<file path="src/rtl/pipe_scoreboard.sv">
// pipe_scoreboard: in-flight register-write scoreboard for issue control.
// Ports: clk/nreset; issue_* request from decode; flush from branch unit;
//   stall/issue_fire/fwd_sel1/fwd_sel2 back to decode; wb_valid/wb_rd,
//   busy_mask and a saturating stall_count for observation.
module pipe_scoreboard #(
    parameter int REG_AW     = 4,
    parameter int DEPTH      = 3,
    parameter int LOAD_STAGE = 2,
    localparam int SW        = $clog2(DEPTH + 1)
) (
    input  logic                 clk,
    input  logic                 nreset,
    input  logic                 issue_valid,
    input  logic                 use_rs1,
    input  logic                 use_rs2,
    input  logic [REG_AW-1:0]    issue_rs1,
    input  logic [REG_AW-1:0]    issue_rs2,
    input  logic                 issue_wr,
    input  logic [REG_AW-1:0]    issue_rd,
    input  logic                 issue_is_load,
    input  logic                 flush,
    output logic                 stall,
    output logic                 issue_fire,
    output logic [SW-1:0]        fwd_sel1,
    output logic [SW-1:0]        fwd_sel2,
    output logic                 wb_valid,
    output logic [REG_AW-1:0]    wb_rd,
    output logic [2**REG_AW-1:0] busy_mask,
    output logic [15:0]          stall_count
);

    typedef struct packed {
        logic              valid;
        logic              wr;
        logic [REG_AW-1:0] rd;
        logic              is_load;
    } ent_t;

    typedef struct packed {
        logic          haz;
        logic [SW-1:0] sel;
    } look_t;

    ent_t [DEPTH-1:0] ent;
    look_t            look1;
    look_t            look2;

    // Scan oldest to youngest so the youngest producer overwrites the result.
    function automatic look_t lookup(
        input ent_t [DEPTH-1:0] e,
        input logic              use_rs,
        input logic [REG_AW-1:0] rs
    );
        look_t r;
        r = '0;
        for (int k = DEPTH - 1; k >= 0; k--) begin
            if (e[k].valid && e[k].wr && e[k].rd == rs) begin
                r.haz = e[k].is_load && (k < LOAD_STAGE);
                r.sel = SW'(k + 1);
            end
        end
        if (!use_rs) begin
            r = '0;
        end
        return r;
    endfunction

    always_comb begin
        look1      = lookup(ent, use_rs1, issue_rs1);
        look2      = lookup(ent, use_rs2, issue_rs2);
        stall      = issue_valid & ~flush & (look1.haz | look2.haz);
        issue_fire = issue_valid & ~stall & ~flush;
        fwd_sel1   = issue_fire ? look1.sel : '0;
        fwd_sel2   = issue_fire ? look2.sel : '0;
    end

    always_comb begin
        busy_mask = '0;
        for (int k = 0; k < DEPTH; k++) begin
            if (ent[k].valid && ent[k].wr) begin
                busy_mask[ent[k].rd] = 1'b1;
            end
        end
    end

    assign wb_valid = ent[DEPTH-1].valid & ent[DEPTH-1].wr;
    assign wb_rd    = wb_valid ? ent[DEPTH-1].rd : '0;

    // A flush kills only the youngest entry, on its way into stage 1.
    always_ff @(posedge clk or negedge nreset) begin
        if (!nreset) begin
            ent         <= '0;
            stall_count <= '0;
        end else begin
            if (issue_fire) begin
                ent[0] <= ent_t'{1'b1, issue_wr, issue_rd, issue_is_load};
            end else begin
                ent[0] <= '0;
            end
            for (int k = 1; k < DEPTH; k++) begin
                if (k == 1 && flush) begin
                    ent[k] <= '0;
                end else begin
                    ent[k] <= ent[k-1];
                end
            end
            if (stall && stall_count != 16'hFFFF) begin
                stall_count <= stall_count + 16'd1;
            end
        end
    end

endmodule

</file>
<file path="config.mk">
export PLATFORM = sky130hd
export DESIGN_NAME = pipe_scoreboard
export DESIGN_NICKNAME = d
export VERILOG_FILES = /design/src/rtl/pipe_scoreboard.sv
export SDC_FILE = /design/constraint.sdc
export NUM_CORES = 1
export LEC_CHECK = 0
export ABC_AREA = 1
export CAP_MARGIN = 40
export CORE_ASPECT_RATIO = 0.8
export CORE_UTILIZATION = 55
export CTS_BUF_LIST = sky130_fd_sc_hd__clkbuf_8
export CTS_CLUSTER_DIAMETER = 80
export DETAILED_ROUTE_END_ITERATION = 6
export HOLD_SLACK_MARGIN = 0.06
export PLACE_DENSITY = 0.88
export SYNTH_ARGS = -nofsm -noshare
export SYNTH_HDL_FRONTEND = slang
export SYNTH_SLANG_ARGS = --single-unit
</file>
<file path="constraint.sdc">
create_clock -name clk -period 4.9 [get_ports clk]
set_input_delay 0.98 -clock clk [delete_from_list [all_inputs] [get_ports clk]]
set_output_delay 0.98 -clock clk [all_outputs]
set_load 0.02 [all_outputs]
</file>
### After elaboration in Yosys (flattened, before gate mapping)

Cells that the tools add are included.

* register bits after elaboration: 36
* bits in latches: 0
* memory bits (writable): 0
* memory bits (read-only): 0
* input port bits: 20
* logic and storage cells: 71
* memories: 0

* add/subtract/negate cells: 1
* multipliers: 0
* divide/modulo/power cells: 0
* magnitude comparators: 6
* equal/unequal tests: 7
* shifts and indexed selects: 0
* multiplexer cells: 22
* bitwise gates (word level): 10
* reduce and logical (&&, ||, !) cells: 13

Operators with widths (number)
* $mux W16: 3
* $or A16 B16 Y16: 2
* $eq A4 B4 Y1: 6
* $mux W3: 6
* $add A16 B1 Y16 const B: 1
* $ne A16 B16 Y1 const B: 1
* $lt A4 B5 Y1 const B: 3
* $mux W7: 2
* $logic_and A1 B1 Y1: 13
* $demux W1 S4: 3
* $ge A4 B1 Y1 const B: 3
* $mux W2: 4
* $and A1 B1 Y1: 5
* $mux W4: 1
* $mux W1: 3
* $not A1 Y1: 2
* $or A1 B1 Y1: 1

### Depth between registers and ports, before layout

Gate-level depths: netlist of run 1.

* depth in word-level cells: 12
* depth in mapped cells: 13
* mapped depth without buffers: 12

### Worst setup path before layout of run 1

No wires, ideal clock.

* kind: input -> output
* start: in issue_rs2[0]
* end: out fwd_sel1[0]
* data arrival time: 2100 ps
* slack: 1820 ps
* cell stages on the path: 11
* path buffers: 1
* cells stage by stage: inv_1 nand2_1 nand2_1 nor2_1 nand3_2 nor2_1 nor2_1 nand2_2 nand3_1 buf_2 nor2_1

* longest elaborated chain between the ends: 11

Ends and longest elaborated chain
* start, declared: RTL line 17 `input logic [REG_AW-1:0] issue_rs2,`
* $eq A4 B4 Y1: RTL line 57 `if (e[k].valid && e[k].wr && e[k].rd == rs) begin`
* $logic_and A1 B1 Y1: RTL line 57
* $mux W3: RTL line 57
* $mux W3 *: RTL line 57
* $mux W3 *: RTL line 62 `if (!use_rs) begin`
* $or A1 B1 Y1 *: RTL line 71 `stall = issue_valid & ~flush & (look1.haz | look2.haz);`
* $and A1 B1 Y1 *: RTL line 71
* $not A1 Y1 *: RTL line 72 `issue_fire = issue_valid & ~stall & ~flush;`
* $and A1 B1 Y1 * (2 in series): RTL line 72
* $mux W2 *: RTL line 73 `fwd_sel1 = issue_fire ? look1.sel : '0;`
* end, declared: RTL line 24 `output logic [SW-1:0] fwd_sel1,`

Every way passes the cells marked *; elsewhere a longest branch is shown, timed or not.

### Worst setup path in the final report of run 1

* start: in issue_rs2[0]
* end: out fwd_sel2[1]

* longest elaborated chain between the ends: 11

Ends and longest elaborated chain
* $eq A4 B4 Y1: RTL line 57
* $logic_and A1 B1 Y1: RTL line 57
* $mux W3: RTL line 57
* $mux W3 *: RTL line 57
* $mux W3 *: RTL line 62
* $or A1 B1 Y1: RTL line 71
* $and A1 B1 Y1: RTL line 71
* $not A1 Y1: RTL line 72
* $and A1 B1 Y1 (2 in series): RTL line 72
* $mux W2 *: RTL line 74 `fwd_sel2 = issue_fire ? look2.sel : '0;`
* end, declared: RTL line 25 `output logic [SW-1:0] fwd_sel2,`

Marks and branches as above.

==> summary by stage, run 1 <==
Status
The run finished with clean final reports.

Setup path
Traced cell by cell, the critical path runs through clkdlybuf4s50_1 -> inv_1 -> nand2_1 -> nand2_1 -> nor2_1 -> nand3_2 -> nor2_1 -> nor2_1 -> nand2_2 -> nand3_1 -> nor3_1 -> clkdlybuf4s50_1. The number of cells on the worst reg-to-reg path is 8. In this run the number of cells on the critical path is 12. STA puts the critical path data required time at 3.92 ns.

The capturing element type of the critical path is an output pin. STA classifies the critical path startpoint as an input pin. The critical path contains buffers and inverters numbering 3 combined. The cell type with the highest occurrence count on the critical path is nor2_1. The cell family with the largest share of critical-path delay is buffers and inverters. The top fanout value on the critical path is 11. The slowest stage cell on the critical path is clkdlybuf4s50_1. The critical path start-end classification is input pin to output pin. The data arrival time of the worst path is 3.36 ns. The maximum single-stage delay on the critical path is 0.64 ns.

CTS
TritonCTS built the clock tree. The total setup buffers inserted after CTS is 0. The H-tree generated during clock tree synthesis spans 2 levels. The tree is rooted in a clkbuf_8. Post-CTS repair changed the size of 0 cells.

After clock tree synthesis, the clock-pin slew on the worst setup and hold paths is 0.08 ns. The number of CTS-inserted buffers is 5. At the later pin of the worst-skew pair, clock insertion delay measures 0.29 ns. The maximum number of buffers from clock root to sink is 2.

For this design, the CTS-stage hold fixing added 0 buffers. The clock drives 36 sinks.

STA
Setup violations remaining at the end of the flow were counted as 0. The top achievable clock speed is 230 MHz. The setup slack after layout is 0.558 ns.

For the pin with the worst max-slew slack, the measured transition is 0.679 ns. The final count of hold timing violations is 0. Setup repair after global routing left no endpoint under its margin. After routing, the total negative slack on setup checks comes to 0 ns. The relative slew slack is 54.4%.

On the final layout, the worst clock skew is 0.00780 ns. The max-slew violation total from the final report was 0. The clock period could shrink to 4.34 ns.

The share of the clock period used by the worst path is 88.6%.

Yosys
A synthesized cell averages 6.51 sq um. The number of nets in the synthesized netlist is 414. The cell count after synthesis is 393.

The distinct cell type count after synthesis is 27. The post-synth design cell area is 2560 sq um. The total number of yosys warnings is 0. The synthesized design contains 36 register bits. Sequential cells were found to cover 35.2% of the synthesized design area.

Place
After detailed placement, the total cell area comes to 3220 sq um. The worst setup slack after placement is 0.644 ns. The weighted congestion reported at the end of routability-driven placement is 0.917. Once placement completed, the tool counted placed cells totaling 506. Buffers placed on the I/O ports in this run total 62. The wire-length estimate of the detail-placed layout is 5460 um.

Floorplanning
The row count is 21. The effective utilization at floorplan is 59.3%. The die is 63.0 um tall. Measured along the x axis, the die boundary spans 78.2 um. The area enclosed by the die boundary is 4930 sq um.

The area inside the core boundary is 4310 sq um. During I/O placement, the number of pins put on the boundary was 63.

Routing
The detailed router's first-iteration violation count is 377. After detailed routing, the number of remaining DRC violations is 0. The number of vias after detailed routing is 2,893. The residual antenna-violating net count after detailed routing is 0.

Wires add up to 7300 um. The routed wire length per instance is 14.2 um. For this run, the detailed router's first-pass iteration total came to 5. Using the TritonRoute via totals, the vias-per-cell ratio works out to 5.63.

Power
Cell internal power was estimated by the tool at 0.480 mW. Summed over all nets, the switching power comes to 0.163 mW. IR analysis of the VDD net gives a maximum drop of 187 uV. Per report_power, the clock group accounts for 40.8% of the total.

The switching part of the total power is 25.3%. Per report_power, the sequential group accounts for 48.3% of the total. The leakage power figure is 1.57 nW. In this run the power density over the cells is 193 nW/um^2. Of the total power, combinational logic draws 10.9%.

GRT
The met3 track demand over resource is 9.34%. The number of global-route vias before repair is 2,598. The layer flagged by global routing as most heavily used is met1.

The global routing met2 resource utilization is 44.0%. Global routing used 47.3% of the available met1 tracks. The initial antenna violation count was 0. The first global-routing pass estimated 12,200 um of wire. The combined global-route utilization of all metal layers is 31.7%. The largest net degree at the start of global routing is 37. Global routing finished with a remaining overflow of 0.

Worst hold path
In this run the worst hold path is classified as flip-flop to flip-flop. Counting instances, the worst hold path has a depth of 0.

Finish
In the final layout, the share of cells above drive strength 1 is 4.81%. The library cell used most frequently in the layout, excluding fill and tap cells, is nand2_1. The number of antenna repair diodes is 0. The layout overhead on the synthesized area is 30.1%. In the layout the commonest cells are nand2_1 (112), clkdlybuf4s50_1 (62), nor2_1 (60).

The final non-filler cell total is 514. Once layout is done, the placed cells without fillers occupy 3330 sq um. The layout net count is 477.

Flow run
Max-cap violations in this run came to 0.
-- sequential cells by signal (all words and copies together), names as in the netlist --
register and cells:
ent 20, stall_count 16
-- cells by family after synthesis --
family | count (synthesis) | share of synthesized area [%]
AO/OA/AOI/OAI | 14 | 3.62
XOR/XNOR | 16 | 5.48
adder cells (fa/ha/maj) | 1 | 0.489
buffers and inverters | 62 | 10.0
flip-flops | 36 | 35.2
AND/OR/NAND/NOR | 264 | 45.2
-- worst paths after layout --
| path | startpoint | endpoint | slack (ns) |
|---|---|---|---|
| worst min register to register | ent[12] | ent[19] | 0.38 |
| min in group asynchronous | nreset | ent[0] | 1.10 |
| worst min-delay path | ent[12] | ent[19] | 0.38 |
| max in group asynchronous | nreset | stall_count[4] | 3.48 |
| worst max register to register | stall_count[0] | stall_count[11] | 2.44 |
| worst max-delay path | issue_rs2[0] | fwd_sel2[1] | 0.56 |
-- cells in the mapped netlist (all sizes together) --
master | instances | area share, %
a32oi | 3 | 1.0
and2 | 1 | 0.24
buf | 6 | 1.8
clkbuf | 3 | 0.44
clkinv | 2 | 0.34
dfrtp | 36 | 35
ha | 1 | 0.49
inv | 51 | 7.5
nand2 | 114 | 17
nand3 | 54 | 11
nand4 | 19 | 4.6
nor2 | 61 | 9.1
nor3 | 15 | 2.9
o2111ai | 1 | 0.34
o211ai | 3 | 0.88
o21ai | 7 | 1.4
xnor2 | 3 | 1.0
xor2 | 13 | 4.5
-- area by class of cell --
| class | instances | area [sq um] |
|---|---|---|
| clock inverter | 3 | 42.5 |
| tap | 57 | 71.3 |
| multi-input combinational | 295 | 1400 |
| sequential | 36 | 901 |
| fill | 356 | 982 |
| clock buffer | 5 | 68.8 |
| timing repair buffer | 65 | 643 |
| inverter | 53 | 200 |
-- power by group through the flow --
stage | clock, mW | combinational (mW) | sequential (mW)
4_1_cts | 0.263 | 0.0691 | 0.310
5_1_grt | 0.278 | 0.0775 | 0.312
6_report | 0.263 | 0.0701 | 0.311
3_5_place_dp | 0 | 0.0682 | 0.316
2_1_floorplan | 0 | 0.0331 | 0.314
3_3_place_gp | 0 | 0.0677 | 0.316
-- per-layer routing --
metal | vias to the layer above | share of wire, % | routed length [um]
li1 | 1392 | - | -
met1 | 1323 | 47 | 3420
met2 | 162 | 42 | 3070
met3 | 16 | 9.9 | 726
met4 | 0 | 1.1 | 80
met5 | - | 0 | 0
-- per-stage QoR --
step	hold WS [ns]	util (%)	power, mW
detailed placement	0.361	74.6	0.384
floorplan	0.349	-	0.347
CTS	0.384	77.2	0.642
global placement	0.359	74.6	0.384
finish	0.381	77.2	0.643
global route	0.397	77.2	0.667
Power figures use the tool's default switching activity.
==> inputs of run 2 (changes only) <==
--- a/config.mk
+++ b/config.mk
@@ -14,6 +14,7 @@
 export DETAILED_ROUTE_END_ITERATION = 6
 export HOLD_SLACK_MARGIN = 0.06
 export PLACE_DENSITY = 0.88
+export SKIP_CTS_REPAIR_TIMING = 1
 export SYNTH_ARGS = -nofsm -noshare
 export SYNTH_HDL_FRONTEND = slang
 export SYNTH_SLANG_ARGS = --single-unit
==> results of run 2 <==
Same layout as run 1: the final DEF is identical, and so are final timing and power.
